**src/rtl/mpy_pkg.sv**
```systemverilog
// Shared definitions for the MPY request sequencer and its multiplier link.
// Holds the operand, multiplier-port and product widths, the settle
// counter width, the smallest legal settle time and the FSM state type.
package mpy_pkg;

  localparam int OPND_W     = 16;
  localparam int MPORT_W    = 18;
  localparam int PROD_W     = 36;
  localparam int RES_W      = 32;
  localparam int CNT_W      = 5;
  localparam int SETTLE_MIN = 20;

  typedef enum logic [1:0] {
    ST_IDLE,
    ST_SETTLE,
    ST_HI,
    ST_LO
  } mpy_state_e;

endpackage

```
**src/rtl/mpy_sequencer_if.sv**
```systemverilog
// Bundle of request, multiplier and result-stream signals for mpy_sequencer.
//   start/src_a/src_b : MPY request and operands
//   busy              : request in flight
//   mult_a/mult_b     : registered operands to the shift-add multiplier
//   mult_p            : product returned by the multiplier
//   word_out/word_valid/word_last/word_ready : two-word result stream
// slave  : the sequencer side
// master : the requester / multiplier / consumer side
interface mpy_sequencer_if ();
  import mpy_pkg::*;

  logic                 start;
  logic [OPND_W-1:0]    src_a;
  logic [OPND_W-1:0]    src_b;
  logic                 busy;
  logic [MPORT_W-1:0]   mult_a;
  logic [MPORT_W-1:0]   mult_b;
  logic [PROD_W-1:0]    mult_p;
  logic [OPND_W-1:0]    word_out;
  logic                 word_valid;
  logic                 word_last;
  logic                 word_ready;

  modport slave (
    input  start, src_a, src_b, mult_p, word_ready,
    output busy, mult_a, mult_b, word_out, word_valid, word_last
  );

  modport master (
    output start, src_a, src_b, mult_p, word_ready,
    input  busy, mult_a, mult_b, word_out, word_valid, word_last
  );

endinterface

```
**src/rtl/mpy_sequencer.sv**
```systemverilog
// MPY request sequencer: latches operands for an external shift-add
// multiplier, waits SETTLE_CYCLES edges for the product to settle, then
// hands the 32-bit product out as two 16-bit words (high first).
//   clk     : system clock, rising edge
//   reset_n : asynchronous active-low reset
//   bus     : mpy_sequencer_if.slave (request, multiplier link, result stream)
// SETTLE_CYCLES must lie in [SETTLE_MIN, 32] to fit the 5-bit counter.
//
// state     | meaning
// ----------+-----------------------------------------------------
// ST_IDLE   | waiting for start; busy=0, no word presented
// ST_SETTLE | operands latched, counting edges until product valid
// ST_HI     | presenting result[31:16], waiting for word_ready
// ST_LO     | presenting result[15:0] with word_last, waiting ready
module mpy_sequencer
  import mpy_pkg::*;
#(
  parameter int SETTLE_CYCLES = 20
) (
  input  logic              clk,
  input  logic              reset_n,
  mpy_sequencer_if.slave    bus
);

  localparam logic [CNT_W-1:0] CNT_LAST = CNT_W'(SETTLE_CYCLES - 1);

  mpy_state_e         state;
  logic [CNT_W-1:0]   count;
  logic [RES_W-1:0]   result;

  // Guard bits of the 36-bit product are never consumed.
  logic unused_prod_hi;
  assign unused_prod_hi = ^bus.mult_p[PROD_W-1:RES_W];

  always_ff @(posedge clk or negedge reset_n) begin
    if (!reset_n) begin
      state          <= ST_IDLE;
      count          <= '0;
      result         <= '0;
      bus.busy       <= 1'b0;
      bus.word_valid <= 1'b0;
      bus.word_last  <= 1'b0;
      bus.word_out   <= '0;
      bus.mult_a     <= '0;
      bus.mult_b     <= '0;
    end else begin
      case (state)
        ST_IDLE: begin
          if (bus.start) begin
            bus.mult_a <= {2'b00, bus.src_a};
            bus.mult_b <= {2'b00, bus.src_b};
            count      <= '0;
            bus.busy   <= 1'b1;
            state      <= ST_SETTLE;
          end
        end
        ST_SETTLE: begin
          count <= count + 1'b1;
          if (count == CNT_LAST) begin
            // Present the high word straight from the product so it is
            // valid in the same cycle the result register is loaded.
            result         <= bus.mult_p[RES_W-1:0];
            bus.word_out   <= bus.mult_p[RES_W-1:OPND_W];
            bus.word_valid <= 1'b1;
            bus.word_last  <= 1'b0;
            state          <= ST_HI;
          end
        end
        ST_HI: begin
          if (bus.word_ready) begin
            bus.word_out  <= result[OPND_W-1:0];
            bus.word_last <= 1'b1;
            state         <= ST_LO;
          end
        end
        ST_LO: begin
          if (bus.word_ready) begin
            bus.word_out   <= '0;
            bus.word_valid <= 1'b0;
            bus.word_last  <= 1'b0;
            bus.busy       <= 1'b0;
            state          <= ST_IDLE;
          end
        end
        default: state <= ST_IDLE;
      endcase
    end
  end

endmodule

```
**src/flat_wrapper.sv**
```systemverilog
// flat-port wrapper written by rule: the top's interface ports become plain ports
module mpy_sequencer_flat import mpy_pkg::*;
#(
  parameter int SETTLE_CYCLES = 20
)
  (clk, reset_n, bus_start, bus_src_a, bus_src_b, bus_mult_p, bus_word_ready, bus_busy, bus_mult_a, bus_mult_b, bus_word_out, bus_word_valid, bus_word_last);
  mpy_sequencer_if bus_i ();
  input  logic clk;
  input  logic reset_n;
  input wire logic [$bits(bus_i.start)-1:0] bus_start;
  input wire logic [$bits(bus_i.src_a)-1:0] bus_src_a;
  input wire logic [$bits(bus_i.src_b)-1:0] bus_src_b;
  input wire logic [$bits(bus_i.mult_p)-1:0] bus_mult_p;
  input wire logic [$bits(bus_i.word_ready)-1:0] bus_word_ready;
  output wire logic [$bits(bus_i.busy)-1:0] bus_busy;
  output wire logic [$bits(bus_i.mult_a)-1:0] bus_mult_a;
  output wire logic [$bits(bus_i.mult_b)-1:0] bus_mult_b;
  output wire logic [$bits(bus_i.word_out)-1:0] bus_word_out;
  output wire logic [$bits(bus_i.word_valid)-1:0] bus_word_valid;
  output wire logic [$bits(bus_i.word_last)-1:0] bus_word_last;
  assign bus_i.start = bus_start;
  assign bus_i.src_a = bus_src_a;
  assign bus_i.src_b = bus_src_b;
  assign bus_i.mult_p = bus_mult_p;
  assign bus_i.word_ready = bus_word_ready;
  assign bus_busy = bus_i.busy;
  assign bus_mult_a = bus_i.mult_a;
  assign bus_mult_b = bus_i.mult_b;
  assign bus_word_out = bus_i.word_out;
  assign bus_word_valid = bus_i.word_valid;
  assign bus_word_last = bus_i.word_last;
  mpy_sequencer #(.SETTLE_CYCLES(SETTLE_CYCLES)) u_core (.clk(clk), .reset_n(reset_n), .bus(bus_i));
endmodule
```
**config.mk**
```make
export PLATFORM = sky130hd
export DESIGN_NAME = mpy_sequencer_flat
export DESIGN_NICKNAME = d
export VERILOG_FILES = /design/src/rtl/mpy_pkg.sv /design/src/rtl/mpy_sequencer_if.sv /design/src/rtl/mpy_sequencer.sv /design/src/flat_wrapper.sv
export SDC_FILE = /design/constraint.sdc
export NUM_CORES = 1
export LEC_CHECK = 0
export ABC_AREA = 1
export ABC_CLOCK_PERIOD_IN_PS = 2700
export BUFFER_PORTS_ARGS = -buffer_cell sky130_fd_sc_hd__buf_2
export CORE_MARGIN = 2
export CORE_UTILIZATION = 52
export DETAILED_ROUTE_END_ITERATION = 8
export PLACE_DENSITY_LB_ADDON = 0.2
export SETUP_SLACK_MARGIN = 0.5
export SYNTH_ARGS = -nofsm -noshare
export SYNTH_HDL_FRONTEND = slang
export SYNTH_SLANG_ARGS = --single-unit
export TNS_END_PERCENT = 5
```
**constraint.sdc**
```tcl
create_clock -name clk -period 2.7 [get_ports clk]
set_input_delay 0.135 -clock clk [delete_from_list [all_inputs] [get_ports clk]]
set_output_delay 0.135 -clock clk [all_outputs]
set_load 0.02 [all_outputs]
```
-- Yosys cells after proc, flatten, opt, wreduce, memory -nomap -nowiden
Cells that the tools add are included.
- magnitude comparators: 0
- $mul: 0
- shift-type cells: 0
- equal/unequal tests: 8
- multiplexer cells: 19
- reduce and logical (&&, ||, !) cells: 12
- $add $sub $neg: 1
- bitwise gates (word level): 0
- divide/modulo/power cells: 0
- operators by type and width (cell ; count):
    2-to-1 mux 16 bit ; 3
    one-hot mux 16 bit (3 select lines) ; 1
    one-hot mux 5 bit (2 select lines) ; 1
    2-to-1 mux 2 bit ; 4
    one-hot mux 2 bit (4 select lines) ; 1
    AND reduction 4 bit ; 2
    inequality test 2 bit, second input constant ; 3
    AND reduction 2 bit ; 3
    AND reduction 3 bit ; 2
    nonzero test 2 bit ; 3
    adder 5 x 1 -> 5 bit, second input constant ; 1
    equality test 5 bit, second input constant ; 1
    2-to-1 mux 1 bit ; 5
    2-to-1 mux 5 bit ; 1
    equality test 2 bit, second input constant ; 2
    one-hot mux 1 bit (2 select lines) ; 2
    one-hot mux 1 bit (3 select lines) ; 1
    nonzero test 3 bit ; 1
    equality test 2 x 1 -> 1 bit, second input constant ; 1
    zero test 2 bit ; 1
    inequality test 2 x 1 -> 1 bit, second input constant ; 1
- memory bits (read-only): 0
- word-level logic and storage cells: 49
- latch bits: 0
- memories kept: 0
- memory bits (writable): 0
- input port bits: 72
- register bits: 74
- output and inout bits: 55

-- Logic depth before layout (Yosys ltp)
- depth after elaboration: 3
- gate-level depth with buffers: 9
- depth with buffers taken out: 8

-- Least setup slack after synthesis
Ideal clock, no wire load.
- kind: reg-to-reg
- from: register u_core.state[0]
- to: register u_core.bus.word_out[0]
- required time: 2.583 ns
- data arrival time: 1.328 ns
- slack: 1.255 ns
- buffers on the path: 1
- stages on the path, launching flop included: 9
- period minus slack after synthesis: 1.445 ns
- cell sequence: dfrtp_1 > ha_1 > nand2_1 > nand2_2 > nor2_8 > nand2_4 > buf_6 > nand2_1 > nand2_1
- cells in the longest elaborated chain, start to end: 3
- elaborated cells between the ends (all ways): 9
- those cells by class: 6 x eq/ne; 1 x mux; 2 x reduce/logical
- ends and longest elaborated chain (what ; line ; text):
    from (decl) ; mpy_sequencer.sv:27 ; mpy_state_e state;
    from (signal assigned) ; mpy_sequencer.sv:37 ; state <= ST_IDLE;
    from (signal assigned) ; mpy_sequencer.sv:54 ; state <= ST_SETTLE;
    from (signal assigned) ; mpy_sequencer.sv:66 ; state <= ST_HI;
    equality test 2 x 1 -> 1 bit or equality test 2 bit (tied branches) ; mpy_sequencer.sv:47 ; case (state)
    inequality test 2 x 1 -> 1 bit (no source line), or another cell as far along ; - ;
    AND reduction 4 bit (no source line) ; - ;
    to (signal assigned) ; mpy_sequencer.sv:63 ; bus.word_out <= bus.mult_p[RES_W-1:OPND_W];
    to (signal assigned) ; mpy_sequencer.sv:71 ; bus.word_out <= result[OPND_W-1:0];
    to (decl) ; mpy_sequencer_if.sv:26 ; output busy, mult_a, mult_b, word_out, word_valid, word_last
Parallel ways exist; a longest one is shown, timed or not.
A chain may end at the register's enable or synchronous reset.

-- Worst setup path in the final report
- from: register u_core.state[0]
- to: register u_core.bus.word_out[10]
The elaborated chain is that of the path after synthesis.

==> summary.md <==
| Metric | Value |
|---|---|
| Status | `completed` |
| Die Area | `around 7000 um^2` |
| Pre-CTS setup slack | `0.677 ns` |
| First-pass GRT wire length | `~14000 um` |
| Clock Latency Late Sink | `0.34 ns` |
| Crit-path max FO | `20` |
| Starting Density | `54.6%` |
| Synthesis-to-finish area growth | `37.6%` |
| Clock Sinks | `74` |
| Cell count after synthesis | `407` |
| DRC errors left | `0` |
| Xor-xnor portion of the synthesized cell area | `0%` |
| Routed WL | `8240 um` |
| CP peak stage delay | `0.46 ns` |
| Maximum capacitance violations | `0` |
| Total core area | `roughly 6000 um^2` |
| # IOs | `127` |
| Routed met2 length | `between 3000 and 4000 um` |
| Final WS setup | `0.744 ns` |
| Fraction of layout cells with a size suffix above 1 | `24.9%` |
| Clock buffer depth | `2` |
| Post-DP HPWL | `4840 um` |
| Main combinational cell family by area after synthesis | `simple AND/OR/NAND/NOR gates` |
| DR top layer | `met4` |
| M1 WL | `3550 um` |
| Clock transition at path regs | `0.08 ns` |
| Drt via density | `4.72` |
| 1st-iter DRT viols | `210` |
| Critical Path AT | `2.19 ns` |
| Core Rows | `28` |
| Critical Path RT | `2.93 ns` |
| Crit-path slowest cell | `ha_1` |
| Most frequent CP cell | `nand2_1` |
| Routed via count | `3061` |
| Worst-Margin Slew | `0.916 ns` |
| Simple-gate portion of the synthesized area | `35.4%` |
| Critical path capture point type | `flip-flop` |
| Placed cells | `585` |
| Max_slew headroom | `38.9%` |
| Commonest non-fill, non-tap cells in the layout | `247 x nand2_1, 117 x buf_2, 74 x dfrtp_1, 48 x dlygate4sd3_1, 24 x nand3_1` |
| Syn Area/Cell | `8.08 um^2` |
| TritonCTS buffer count | `9` |
| YS warnings | `0` |
| Skew final | `0.00995 ns` |
| Register area share after synthesis | `56.3%` |
| Synth area leader | `dfrtp_1` |
| Kind of critical path | `flip-flop to flip-flop` |
| Synth Area in Compound Gates | `1.41%` |
| Postcts setup bufs | `0` |
| CTS tree | `done` |
| Yosys top cell area share | `56.3%` |
| Crit path max-delay family | `simple AND/OR/NAND/NOR gates` |
| Final setup vio count | `0` |
| Synthesized area | `3290 um^2` |
| GRT Total Usage | `25.1%` |
| Fill count | `450` |
| Final Hold Fails | `0` |
| Commonest non-fill, non-tap cell in the layout | `nand2_1` |
| Buffers and inverters on the worst path | `1` |
| VDD IR-drop max | `0.629 mV` |
| Worst path cell trace | `inv_1 > ha_1 > nand2_1 > nand2_2 > nor2_8 > nand2_4 > nand2_1 > nand2_1` |
| Remaining Overflow, GRT | `0` |
| Synth Register Bits | `74` |
| Final nets | `between 600 and 700` |
| Root buffer selected by CTS | `clkbuf_8` |
| I/O Buffers | `118` |
| ANT nets after route | `0` |
| Minimum clock period | `1.96 ns` |
| Fin crit share | `72.4%` |
| H-tree levels | `3` |
| Number of global-route vias before repair | `around 3.1k` |
| Tightest Hold Check Type | `input port to flip-flop` |
| Non-Filler Instances | `649` |
| Achievable frequency | `0.511 GHz` |
| RSZ-0062 raised after global routing | `no` |
| Met3 routed WL | `just under 600 um` |
| First-pass iteration count of the detailed router | `5` |
| Static leakage | `2.58 nW` |
| Die H | `83.5 um` |
| Slew Viols, Final | `0` |
| Top post-synthesis cells by area | `dfrtp_1 56%, nand2_1 28%, nand3_1 3.7%, ha_1 1.9%, buf_4 1.8%` |
| Antenna cells | `0` |
| Setup TNS | `0 ns` |
| Antenna violations before repair | `0` |
| Largest net degree at the start of global routing | `75` |
| Distinct cell type count after synthesis | `22` |
| Pwr/cell area | `1070 nW/um^2` |
| Area share of fa/ha/maj cells after synthesis | `1.90%` |
| Crit path launch type | `flip-flop` |
| Routability Congestion | `0.782` |
| WL/cell | `12.7 um` |
| Mux cell area share after synthesis | `0%` |
| Width of the die | `83.5 um` |
## power breakdown
| part | switching [W] | internal, W | total, W |
|---|---|---|---|
| clock network | 0.000389 | 0.000356 | 0.000745 |
| logic | 0.00157 | 0.000785 | 0.00236 |
| registers | 0.000228 | 0.00152 | 0.00175 |
## cell families after synthesis
| logic type | Yosys count |
|---|---|
| buf+inv | 31 |
| flops | 74 |
| compound gates | 8 |
| simple gates | 288 |
| other cells | 1 |
| fa+ha+maj | 5 |
## cells in the mapped netlist
cell,n
nand2_2,2
nand3_2,1
nor2_8,1
a21oi_1,3
clkbuf_1,5
buf_4,8
o211ai_1,1
buf_2,5
nand2_4,2
inv_2,2
o21ai_0,3
nand3_1,24
dfrtp_1,74
conb_1,1
nor2_1,9
buf_6,1
o21ai_2,1
ha_1,5
nand2_1,247
nor2_4,1
or2_2,1
inv_1,10
## worst reg2reg max path: stages (launching register included)
cell     delay (ns)
dfrtp_1        0.39
inv_1          0.08
ha_1           0.46
nand2_1        0.19
nand2_2        0.11
nor2_8         0.25
nand2_4        0.20
nand2_1        0.11
nand2_1        0.05
## sequential cells by signal (all words and copies together), names as in the netlist, 2 cells and up
register / flops
u_core.bus.mult_a: 16
u_core.bus.mult_b: 16
u_core.bus.word_out: 16
u_core.result: 16
u_core.count: 5
u_core.state: 2
## what timing repair did
item / in CTS / in global routing
setup endpoints to repair: 0 / 3
hold buffers: 48 / 0
resized for setup: 0 / 1
hold endpoints to repair: 121 / 0
## worst paths after layout
kind	from	end	slack, ns	depth (start not counted)
hold / removal	bus_src_a[7]	u_core.bus.mult_a[7]	0.01	3
min in group asynchronous	reset_n	u_core.bus.word_out[9]	0.47	2
setup / recovery	u_core.state[0]	u_core.bus.word_out[10]	0.74	8
hold reg to reg	u_core.bus.word_out[7]	u_core.bus.word_out[7]	0.47	2
setup reg to reg	u_core.state[0]	u_core.bus.word_out[10]	0.74	8
max in group asynchronous	reset_n	u_core.bus.busy	1.64	2
## layout make-up
cell class / instances / area [um^2] / share of cell area, %
clock buffers: 13 / 149 / 3.29
repair buffers: 167 / 1080 / 23.9
clock inverters: 3 / 15.0 / 0.332
flip-flops and latches: 74 / 1850 / 40.9
multi-input cells: 305 / 1290 / 28.5
well taps: 75 / 93.8 / 2.07
inverters: 12 / 46.3 / 1.02
## layer usage
metal / track usage [%] / up-vias
met3: 7.12 / 23
met2: 41.4 / 113
li1: - / 1557
met5: 0 / -
met1: 31.4 / 1368
met4: 9.82 / 0
## per-stage QoR
| step | cell area [um^2] | total power (W) | util, % | hold WS (ns) |
|---|---|---|---|---|
| after global placement | 3880 | 0.00398 | 64.4 | 0.327 |
| after floorplan | 3300 | 0.00341 | - | -0.161 |
| after global routing | 4520 | 0.00526 | 75.1 | 0.00404 |
| after CTS | 4520 | 0.00485 | 75.1 | 0.00515 |
| after detailed placement | 3880 | 0.00404 | 64.4 | 0.332 |
| final | 4520 | 0.00485 | 75.1 | 0.0128 |
Note: power is estimated with default switching activity, not from simulation.
